==> src/rtl/if_stage_pkg.sv <==
// rtl/if_stage_pkg.sv - shared defaults and state encoding for the instruction-fetch stage
package if_stage_pkg;

    // Default datapath width, first fetch address and sequential fetch increment
    localparam int unsigned IF_DEF_WORD_WIDTH = 32;
    localparam int unsigned IF_DEF_RESET_PC   = 0;
    localparam int unsigned IF_DEF_PC_STEP    = 4;

    // Fetch sequencer states: FETCH may issue, WAIT has one request in flight,
    // HOLD parks a response that arrived while decode was frozen
    typedef enum logic [1:0] {
        IF_FETCH = 2'd0,
        IF_WAIT  = 2'd1,
        IF_HOLD  = 2'd2
    } if_state_e;

endpackage

==> src/rtl/if_stage.sv <==
// rtl/if_stage.sv - instruction fetch with single-outstanding imem handshake, freeze and branch redirect
module if_stage
    import if_stage_pkg::*;
#(
    parameter int unsigned            WORD_WIDTH = IF_DEF_WORD_WIDTH,
    parameter logic [WORD_WIDTH-1:0]  RESET_PC   = WORD_WIDTH'(IF_DEF_RESET_PC),
    parameter logic [WORD_WIDTH-1:0]  PC_STEP    = WORD_WIDTH'(IF_DEF_PC_STEP)
) (
    input  logic                  clk_i,
    input  logic                  rst_i,
    input  logic                  freeze_i,
    input  logic                  branch_taken_i,
    input  logic [WORD_WIDTH-1:0] branch_address_i,
    output logic                  imem_req_o,
    output logic [WORD_WIDTH-1:0] imem_addr_o,
    input  logic                  imem_ready_i,
    input  logic                  imem_rvalid_i,
    input  logic [WORD_WIDTH-1:0] imem_rdata_i,
    output logic [WORD_WIDTH-1:0] pc_o,
    output logic [WORD_WIDTH-1:0] instruction_o,
    output logic                  valid_o
);

    if_state_e             state_q, state_d;
    logic [WORD_WIDTH-1:0] fetch_pc_q, fetch_pc_d;
    logic [WORD_WIDTH-1:0] req_pc_q, req_pc_d;
    logic                  drop_q, drop_d;
    logic [WORD_WIDTH-1:0] hold_pc_q, hold_pc_d;
    logic [WORD_WIDTH-1:0] hold_instr_q, hold_instr_d;
    logic [WORD_WIDTH-1:0] pc_q, pc_d;
    logic [WORD_WIDTH-1:0] instr_q, instr_d;
    logic                  valid_q, valid_d;

    logic                  imem_accept;
    logic                  resp_live;
    logic [WORD_WIDTH-1:0] branch_target;

    // A response that is not tagged for discard is the one decode wants
    assign resp_live     = (state_q == IF_WAIT) && imem_rvalid_i && !drop_q;
    assign branch_target = {branch_address_i[WORD_WIDTH-1:2], 2'b00};

    // Request may be issued from FETCH, or back-to-back from WAIT as the
    // current live response lands; reset, freeze and redirect all suppress it
    always_comb begin
        imem_req_o = rst_i && !branch_taken_i && !freeze_i &&
                     ((state_q == IF_FETCH) || resp_live);
    end

    assign imem_accept = imem_req_o && imem_ready_i;
    assign imem_addr_o = fetch_pc_q;

    // Next-state computation for sequencer, fetch address, hold buffer and outputs
    always_comb begin
        state_d      = state_q;
        fetch_pc_d   = fetch_pc_q;
        req_pc_d     = req_pc_q;
        drop_d       = drop_q;
        hold_pc_d    = hold_pc_q;
        hold_instr_d = hold_instr_q;
        pc_d         = pc_q;
        instr_d      = instr_q;
        valid_d      = valid_q;

        if (imem_accept) begin
            req_pc_d   = fetch_pc_q;
            fetch_pc_d = fetch_pc_q + PC_STEP;
        end

        if (branch_taken_i) begin
            // Redirect wins over freeze and every other event in this cycle
            fetch_pc_d   = branch_target;
            valid_d      = 1'b0;
            instr_d      = '0;
            hold_pc_d    = '0;
            hold_instr_d = '0;
            drop_d       = 1'b0;
            state_d      = IF_FETCH;
            if ((state_q == IF_WAIT) && !imem_rvalid_i) begin
                // Old-path response still to come: tag it for discard
                drop_d  = 1'b1;
                state_d = IF_WAIT;
            end
        end else begin
            // Default when not frozen is a bubble with pc held
            if (!freeze_i) begin
                valid_d = 1'b0;
                instr_d = '0;
            end

            case (state_q)
                IF_FETCH: begin
                    if (imem_accept) begin
                        state_d = IF_WAIT;
                    end
                end
                IF_WAIT: begin
                    if (imem_rvalid_i) begin
                        if (drop_q) begin
                            drop_d  = 1'b0;
                            state_d = imem_accept ? IF_WAIT : IF_FETCH;
                        end else if (!freeze_i) begin
                            pc_d    = req_pc_q + PC_STEP;
                            instr_d = imem_rdata_i;
                            valid_d = 1'b1;
                            state_d = imem_accept ? IF_WAIT : IF_FETCH;
                        end else begin
                            hold_pc_d    = req_pc_q + PC_STEP;
                            hold_instr_d = imem_rdata_i;
                            state_d      = IF_HOLD;
                        end
                    end
                end
                IF_HOLD: begin
                    if (!freeze_i) begin
                        pc_d    = hold_pc_q;
                        instr_d = hold_instr_q;
                        valid_d = 1'b1;
                        state_d = IF_FETCH;
                    end
                end
                default: begin
                    state_d = IF_FETCH;
                end
            endcase
        end
    end

    // Fetch sequencer state and discard tag
    always_ff @(posedge clk_i or negedge rst_i) begin
        if (!rst_i) begin
            state_q <= IF_FETCH;
            drop_q  <= 1'b0;
        end else begin
            state_q <= state_d;
            drop_q  <= drop_d;
        end
    end

    // Fetch address and address of the request currently in flight
    always_ff @(posedge clk_i or negedge rst_i) begin
        if (!rst_i) begin
            fetch_pc_q <= RESET_PC;
            req_pc_q   <= '0;
        end else begin
            fetch_pc_q <= fetch_pc_d;
            req_pc_q   <= req_pc_d;
        end
    end

    // Hold buffer for a response captured during freeze
    always_ff @(posedge clk_i or negedge rst_i) begin
        if (!rst_i) begin
            hold_pc_q    <= '0;
            hold_instr_q <= '0;
        end else begin
            hold_pc_q    <= hold_pc_d;
            hold_instr_q <= hold_instr_d;
        end
    end

    // IF/ID output registers
    always_ff @(posedge clk_i or negedge rst_i) begin
        if (!rst_i) begin
            pc_q    <= '0;
            instr_q <= '0;
            valid_q <= 1'b0;
        end else begin
            pc_q    <= pc_d;
            instr_q <= instr_d;
            valid_q <= valid_d;
        end
    end

    assign pc_o          = pc_q;
    assign instruction_o = instr_q;
    assign valid_o       = valid_q;

endmodule

==> config.mk <==
export PLATFORM = sky130hd
export DESIGN_NAME = if_stage
export DESIGN_NICKNAME = d
export VERILOG_FILES = /design/src/rtl/if_stage_pkg.sv /design/src/rtl/if_stage.sv
export SDC_FILE = /design/constraint.sdc
export NUM_CORES = 1
export LEC_CHECK = 0
export CAP_MARGIN = 0
export CORE_ASPECT_RATIO = 1.25
export CORE_MARGIN = 3
export CORE_UTILIZATION = 53
export DETAILED_ROUTE_END_ITERATION = 6
export PLACE_DENSITY = 0.92
export SLEW_MARGIN = 10
export SYNTH_ARGS = -nofsm -noshare
export SYNTH_HDL_FRONTEND = slang
export SYNTH_SLANG_ARGS = --single-unit
==> constraint.sdc <==
create_clock -name clk_i -period 2.1 [get_ports clk_i]
set_input_delay 0.21 -clock clk_i [delete_from_list [all_inputs] [get_ports clk_i]]
set_output_delay 0.21 -clock clk_i [all_outputs]
set_load 0.02 [all_outputs]
# [Word level (Yosys, flattened, before mapping)]
# Cells that the tools add are included.
[op_classes] eq_ne=10 n_reduce_logical=22 bitwise_logic=1 n_addsub=2 mux=43
[op_table] operator="32-bit two-way mux" n=22
[op_table] operator="32-bit case mux with 2 select lines" n=2
[op_table] operator="32-bit by 3-bit adder with 32-bit output, second input constant" n=2
[op_table] operator="2-bit two-way mux" n=6
[op_table] operator="1-bit two-way mux" n=11
[op_table] operator="2-bit inequality test, second input constant" n=5
[op_table] operator="2-bit nonzero test" n=5
[op_table] operator="3-bit inequality test, second input constant" n=3
[op_table] operator="1-bit logical AND" n=7
[op_table] operator="2-bit case mux with 3 select lines" n=1
[op_table] operator="6-bit AND reduction" n=1
[op_table] operator="1-bit zero test" n=4
[op_table] operator="4-bit AND reduction" n=1
[op_table] operator="3-bit AND reduction" n=1
[op_table] operator="2-bit by 1-bit == test with 1-bit output, second input constant" n=1
[op_table] operator="2-bit == test, second input constant" n=1
[op_table] operator="2-bit zero test" n=1
[op_table] operator="1-bit case mux with 2 select lines" n=1
[op_table] operator="2-bit AND reduction" n=1
[op_table] operator="1-bit logical OR" n=1
[op_table] operator="1-bit NOT" n=1
[totals] register_bits=196 output_inout_bits=98 wordCells=87 input_bits=70

# [Logic depth before layout (Yosys ltp)]
# Gate-level depths: netlist (run 1).
[depth] ltp_word=12 depth_mapped=11 mapped_depth_nobuf=7

# [Least setup slack after synthesis (run 1)]
# No wires, ideal clock.
[synth_timing] kind="register to output" from="register state_q[1]" to="output imem_req_o" setup_slack_ns=-0.171 required_time_ns=1.890 path_stages_with_launch=9 n_path_buf=3 t_arrival_ns=2.061 path_cell_list="dfrtp_1 -> inv_1 -> ha_1 -> buf_4 -> and3b_1 -> buf_4 -> clkbuf_1 -> nor2_1 -> nor4b_1"
[synth_between] elab_chain_len=5 word_cells_on_any_way=6 cone_classes="eq/ne (1); reduce/logical (5)"
[synth_rtl] element="start: declaration" line_no="if_stage.sv:24" rtl="if_state_e state_q, state_d;"
[synth_rtl] element="start signal: assignment" line_no="if_stage.sv:134" rtl="state_q <= state_d;"
[synth_rtl] element="2-bit by 1-bit == test with 1-bit output" line_no="if_stage.sv:39" rtl="assign resp_live = (state_q == IF_WAIT) && imem_rvalid_i && !drop_q;"
[synth_rtl] element="1-bit logical AND (2 in series)" line_no="if_stage.sv:39"
[synth_rtl] element="1-bit logical OR (*)" line_no="if_stage.sv:46" rtl="((state_q == IF_FETCH) || resp_live);"
[synth_rtl] element="1-bit logical AND (*)" line_no="if_stage.sv:45" rtl="imem_req_o = rst_i && !branch_taken_i && !freeze_i &&"
[synth_rtl] element="end: declaration" line_no="if_stage.sv:14" rtl="output logic imem_req_o,"
# Mark *: on every way between the ends. The rest lies on a longest branch, timed or not.

# [Worst setup path after layout (run 1)]
# Same ends and word-level chain as after synthesis.

==> reports/metrics.cfg, run 1 <==
[pwr]
p_seq_share_pct = 44.7
internal_power_mw = 6.99
p_per_area_nw_per_um2 = 859
clockPowerShare_pct = 31.7
swShare_pct = 31.5
p_sw_mw = 3.22
power_leakage_nw = 5.04
peakVddDrop_mv = 0.597
pwr-share-comb_pct = 23.6
finalPower_mw = 10.2

[global_routing]
grt_pass1_vias = 8042
grt_max_degree = 191
overflow = 0
grt_antenna_before_repair = 0
grt_pass1_wl_um = 40700
grt.total_usage_pct = 25.7

[setup_path]
cp_num_buf_inv = 2
r2r_cells = 8
cp_max_fo = 4
critPathRequiredTime_ns = 1.89
worstPathCellList = inv_2 -> ha_2 -> and3b_2 -> nor2_2 -> nor4b_2 -> buf_4
critical_path_arrival_ns = 1.81
cp_num_cells = 6
crit_family = simple AND/OR/NAND/NOR gates
crit_slowest_cell = dfrtp_1
start_kind = flop
cpPeakStageDelay_ns = 0.41
criticalPathCategory = reg -> out
crit_path_end_kind = primary output

[synth]
synth_top_family_by_area = simple AND/OR/NAND/NOR gates
async_flop_share_pct = 100
synth_edf_count = 0
syn_area_um2 = 9260
synth-seq-cells = 190
synth_ff_type = dfrtp_1
yosys.area_share.simple_pct = 21.7
synth_mux_area_share_pct = 1.45
ys_warn_count = 0
synthXorXnorAreaFrac_pct = 3.12
synth-compound-area-share_pct = 17.4
synth.distinct_cells = 53
synth_area_per_cell_um2 = 9.04
synthAdderAreaFrac_pct = 0.676
netlist_instances = 1024
synth_seq_area_share_pct = 51.4

[final_layout]
drive_gt1_share_pct = 8.68
fin_area_um2 = 11900
synthToLayoutAreaGrowth_pct = 28.4
nets = 1248
post-route-util_pct = 70.0
antennaDiodeCount = 0
finalNonFillerCells = 1406

[placed_design]
dpl.hpwl_um = 16500
dp_cells = 1373
port_buffers = 163
placed_cell_area_um2 = 11300
gp_congestion = 0.898

[floorplanning]
core-area_um2 = 17000
row_count = 53
die_w_um = 124
die_area_um2 = 19100
die_h_um = 154
ios = 168
start_util_pct = 54.5

[detailed_routing]
firstDrtPassIters = 5
vias = 8259
drtAntennaViolNets = 0
totalWireLength_um = 24800
routed_via_density = 5.87
drc_errors = 0
drtIter0Drc = 679
avgRoutedWirePerCell_um = 17.6

[cts]
clock_path_buffers = 2
htreeDepth = 4
cts_tree = done
clkSlewWorstSetupHoldPaths_ns = 0.07
cts_sinks = 190
ctsHoldBuffers = 0
cts-root-buf = clkbuf_16
insertion_delay_ns = 0.43
cts_buffers = 17

[run_status]
status = finished, final reports clean

[timing]
period_share_pct = 96.1
slew_violations = 0
setup_violations = 0
fin_skew_ns = 0.0108
fmax_mhz = 496
worstMarginPinSlew_ns = 1.06
rsz0062_at_grt = true
period_minus_slack_ns = 2.02
hold_violations = 0
max_slew_margin_pct = 29.4

[min_path]
hold_path_class = in -> async

[run]
maxCapViolCount = 0

[per-layer routing]
metal,up-vias,global-route usage [%],share of wire [%],wire [um]
li1,3884,-,-,-
met2,338,42.1,50,12500
met3,49,4.76,4.9,1220
met4,0,8.88,2.6,654
met1,3988,34.6,42,10400
met5,-,0,0,0
[sequential cells by signal (all words and copies together) (netlist names)]
register and count:
drop_q 1, valid_o 1, imem_addr_o 30, state_q 2, hold_pc_q 31, instruction_o 32, hold_instr_q 32, req_pc_q 30
pc_o 31
[stage by stage]
step                      worst slack (ns)  TNS (ns)  hold slack [ns]
after floorplan                     0.0840         0          -0.0856
after detailed placement            -0.124    -0.491            0.473
after global placement             0.00910         0            0.462
after CTS                           0.0448         0            0.100
after global routing               -0.0415   -0.0473           0.0966
final                               0.0821         0          0.00114
[final timing paths]
kind	startpoint	to	slack [ns]
max	state_q[1]	imem_req_o	0.08
min	rst_i	imem_addr_o[7]	0.001
max reg2reg	state_q[1]	instruction_o[24]	0.08
min reg2reg	pc_o[31]	pc_o[31]	0.49
max in group asynchronous	rst_i	req_pc_q[25]	1.29
min in group clk_i	branch_address_i[3]	imem_addr_o[3]	0.33
[kinds of logic (layout without fill, tap and decap cells)]
kind of cell               Yosys count  in the layout
adders and majority gates            5              5
DFF                                190            190
AOI/OAI and AO/OA                  243            243
and+or+nand+nor                    450            450
xor gates and xnor gates            33             33
muxes                               13             13
buffers and inverters               89            250
other                                1              2
[final cells by class]
class                      count  area (um2)
inverter                       9        33.8
sequential                   190        4750
timing repair buffer         209        2080
tap                          220         275
clock buffer                  17         425
clock inverter                15         161
fill                        1203        5090
multi-input combinational    746        4160
[cells in the mapped netlist (4+ instances only)]
cell type,count,share of area [%]
a22oi_1,35,2.8
o31a_1,4,0.38
nand2_1,255,10
xor2_1,21,2.0
buf_4,7,0.57
and4_1,11,1.0
a21oi_1,60,3.2
nor3_1,23,1.2
a211oi_1,5,0.41
o221ai_1,14,1.3
nand2b_1,8,0.54
o211ai_1,9,0.73
and3_1,12,0.81
buf_1,8,0.32
o21ai_1,5,0.27
inv_1,9,0.36
a22o_1,33,3.1
clkbuf_1,49,2.0
mux2i_1,10,1.1
nand3_1,31,1.7
nand4_1,16,1.1
and2_1,6,0.41
o21ai_0,51,2.8
o311ai_0,5,0.47
buf_2,14,0.76
a31oi_1,4,0.27
xnor2_1,12,1.1
dfrtp_1,190,51
o21a_1,5,0.41
nor2_1,69,2.8
ha_1,5,0.68
[timing repair]
| action | in CTS | in global routing |
|---|---|---|
| endpoints found under the setup margin | 2 | 8 |
| buffers inserted | 0 | 1 |
| resized for setup | 6 | 11 |
| pin swaps | 0 | 1 |
[placed cells by master, fill, tap and decap left out, drive strengths merged, types with 4 or more instances in the layout]
| master | instances |
|---|---|
| nand4 | 18 |
| nand2 | 255 |
| a21oi | 60 |
| a31oi | 4 |
| mux2i | 10 |
| o211ai | 9 |
| o21a | 5 |
| dfrtp | 190 |
| o221ai | 14 |
| nor2 | 70 |
| clkinv | 5 |
| and2 | 6 |
| ha | 5 |
| xnor2 | 12 |
| nand2b | 8 |
| a22o | 33 |
| o21ai | 56 |
| a211oi | 5 |
| o31a | 4 |
| nor3 | 23 |
| and4 | 11 |
| and3 | 12 |
| xor2 | 21 |
| clkinvlp | 4 |
| buf | 48 |
| inv | 13 |
| clkdlybuf4s50 | 160 |
| a22oi | 35 |
| nand3 | 32 |
| clkbuf | 18 |
| o311ai | 8 |
[power by group through the flow]
stage / clock (mW) / combinational [mW] / sequential [mW]
2_1_floorplan: 0 / 0.808 / 4.91
3_3_place_gp: 0 / 2.33 / 4.60
3_5_place_dp: 0 / 2.39 / 4.62
4_1_cts: 3.25 / 2.41 / 4.56
5_1_grt: 3.42 / 2.59 / 4.62
6_report: 3.24 / 2.41 / 4.56
No activity file was read; power rests on OpenSTA's default activity.
==> inputs of run 2 (changes only) <==
Settings changed: CORE_ASPECT_RATIO 1.25 to not set, CTS_CLUSTER_SIZE set to 16.
==> run 2 against run 1 <==
Critical path depth is 1 lower. Wire length is 7.6% higher. Power is 0.26% higher. Critical endpoint is now pc_o[17]. Largest cell class unchanged. Register-to-register slack worse by 0.07 ns. Via count is 5.7% higher. The flow now finishes with violations (hold timing).
==> reports/metrics.cfg, run 2 (synthesized netlist as in run 1, its figures left out) <==
[run_status]
status = finished with violations
violations = hold timing

[timing]
worstMarginPinSlew_ns = 1.02
rsz0062_at_grt = false
hold_slack_ns = -0.00639
max_slew_margin_pct = 31.9
fin_skew_ns = 0.00820
slew_violations = 0
setup_tns_ns = 0
period_share_pct = 99.3
fmax_mhz = 480
period_minus_slack_ns = 2.08
setup_violations = 0
hold_violations = 13

[global_routing]
grt_max_degree = 85
grt.total_usage_pct = 27.7
grt_pass1_vias = 8715
grt_antenna_before_repair = 0
overflow = 0
grt_pass1_wl_um = 44200

[pwr]
p_per_area_nw_per_um2 = 849
p_sw_mw = 3.25
p_seq_share_pct = 44.5
peakVddDrop_mv = 0.695
clockPowerShare_pct = 31.2
pwr-share-comb_pct = 24.4
internal_power_mw = 6.98
power_leakage_nw = 5.15
swShare_pct = 31.8

[floorplanning]
start_util_pct = 55.0
ios = 168
die_w_um = 138
die_area_um2 = 19100
die_h_um = 138
row_count = 47
core-area_um2 = 16800

[setup_path]
crit_start = req_pc_q[12]
crit_path_end_kind = flop
r2r_cells = 5
r2r_end = pc_o[17]
start_kind = flop
critical_path_arrival_ns = 2.39
crit_end = pc_o[17]
reg2reg_slack_ns = 0.02
r2r_start = req_pc_q[12]
criticalPathCategory = reg -> reg
cp_max_fo = 8
critPathRequiredTime_ns = 2.40

[detailed_routing]
routed_via_density = 6.11
totalWireLength_um = 26700
drc_errors = 0
vias = 8732
avgRoutedWirePerCell_um = 18.7
drtAntennaViolNets = 0
drtIter0Drc = 1052
firstDrtPassIters = 5

[placed_design]
dpl.hpwl_um = 17600
port_buffers = 163
gp_congestion = 0.898
dp_cells = 1392

[final_layout]
filler_cell_count = 1190
finalNonFillerCells = 1428
final_cell_mix = nand2_1 (255), dfrtp_1 (190), clkdlybuf4s50_1 (160)
final_common_cell = nand2_1
antennaDiodeCount = 0
synthToLayoutAreaGrowth_pct = 30.2
drive_gt1_share_pct = 10.1
nets = 1270

[cts]
cts_buffers = 17
clkSlewWorstSetupHoldPaths_ns = 0.07
cts-root-buf = clkbuf_16
cts_sinks = 190
htreeDepth = 4
cts_tree = done
insertion_delay_ns = 0.43
clock_path_buffers = 2

[run]
maxCapViolCount = 0

[min_path]
hold_path_class = in -> async

==> run 2: layout make-up <==
cell class	count	area (um2)	share of cell area, %
clock buffers	19	453	3.76
clock inverters	13	131	1.09
inverters	9	33.8	0.280
flip-flops and latches	190	4750	39.5
multi-input cells	747	4180	34.7
repair buffers	230	2220	18.5
well taps	220	275	2.28
==> run 2: how the worst min path moves through the flow <==
stage | startpoint | to | slack (ns) | cells past startpoint
final | rst_i | req_pc_q[4] | -0.006 | 2
after global routing | rst_i | imem_addr_o[21] | 0.04 | 2
after CTS | rst_i | imem_addr_o[27] | 0.008 | 2
after detailed placement | rst_i | imem_addr_o[27] | 0.46 | 2
after global placement | rst_i | imem_addr_o[21] | 0.46 | 2
after floorplan | rst_i | drop_q | -0.09 | 0
==> run 2: worst max-delay path, cell delays in order (launching register included) <==
cell     delay [ns]
dfrtp_1        0.41
and4_1         0.40
and4_1         0.42
a31oi_1        0.18
o31ai_1        0.41
o21ai_0        0.13
==> run 2: routing by layer <==
metal | vias to the layer above | track usage [%] | routed length [um]
met1 | 4237 | 37.5 | 10700
li1 | 3930 | - | -
met3 | 68 | 4.66 | 2060
met5 | - | 0 | 0
met2 | 497 | 45.3 | 13100
met4 | 0 | 10.5 | 756
==> run 2: power groups by stage <==
stage / registers (mW) / clock network (mW) / logic, mW
floorplan: 4.91 / 0 / 0.808
global placement: 4.57 / 0 / 2.39
detailed placement: 4.59 / 0 / 2.46
CTS: 4.53 / 3.21 / 2.48
finish: 4.55 / 3.19 / 2.49
global route: 4.61 / 3.37 / 2.68
==> run 2: timing repair <==
action | 4_1_cts | 5_1_grt
resized for setup | 6 | 6
hold buffers | 0 | 0
pin swaps | 0 | 1
endpoints found under the setup margin | 2 | 19
cloned | 0 | 1
buffers inserted | 0 | 3
==> run 2: metrics by stage <==
stage               area, um2  setup slack (ns)  util (%)  total power [mW]  hold WS (ns)
finish                  12000            0.0155      71.6              10.2      -0.00639
global route            12000            0.0121      71.6              10.7        0.0422
CTS                     12000           0.00340      71.4              10.2       0.00764
global placement        11400           -0.0562      67.8              6.96         0.457
floorplan                9270            0.0840         -              5.72       -0.0856
detailed placement      11400            -0.112      67.8              7.05         0.465
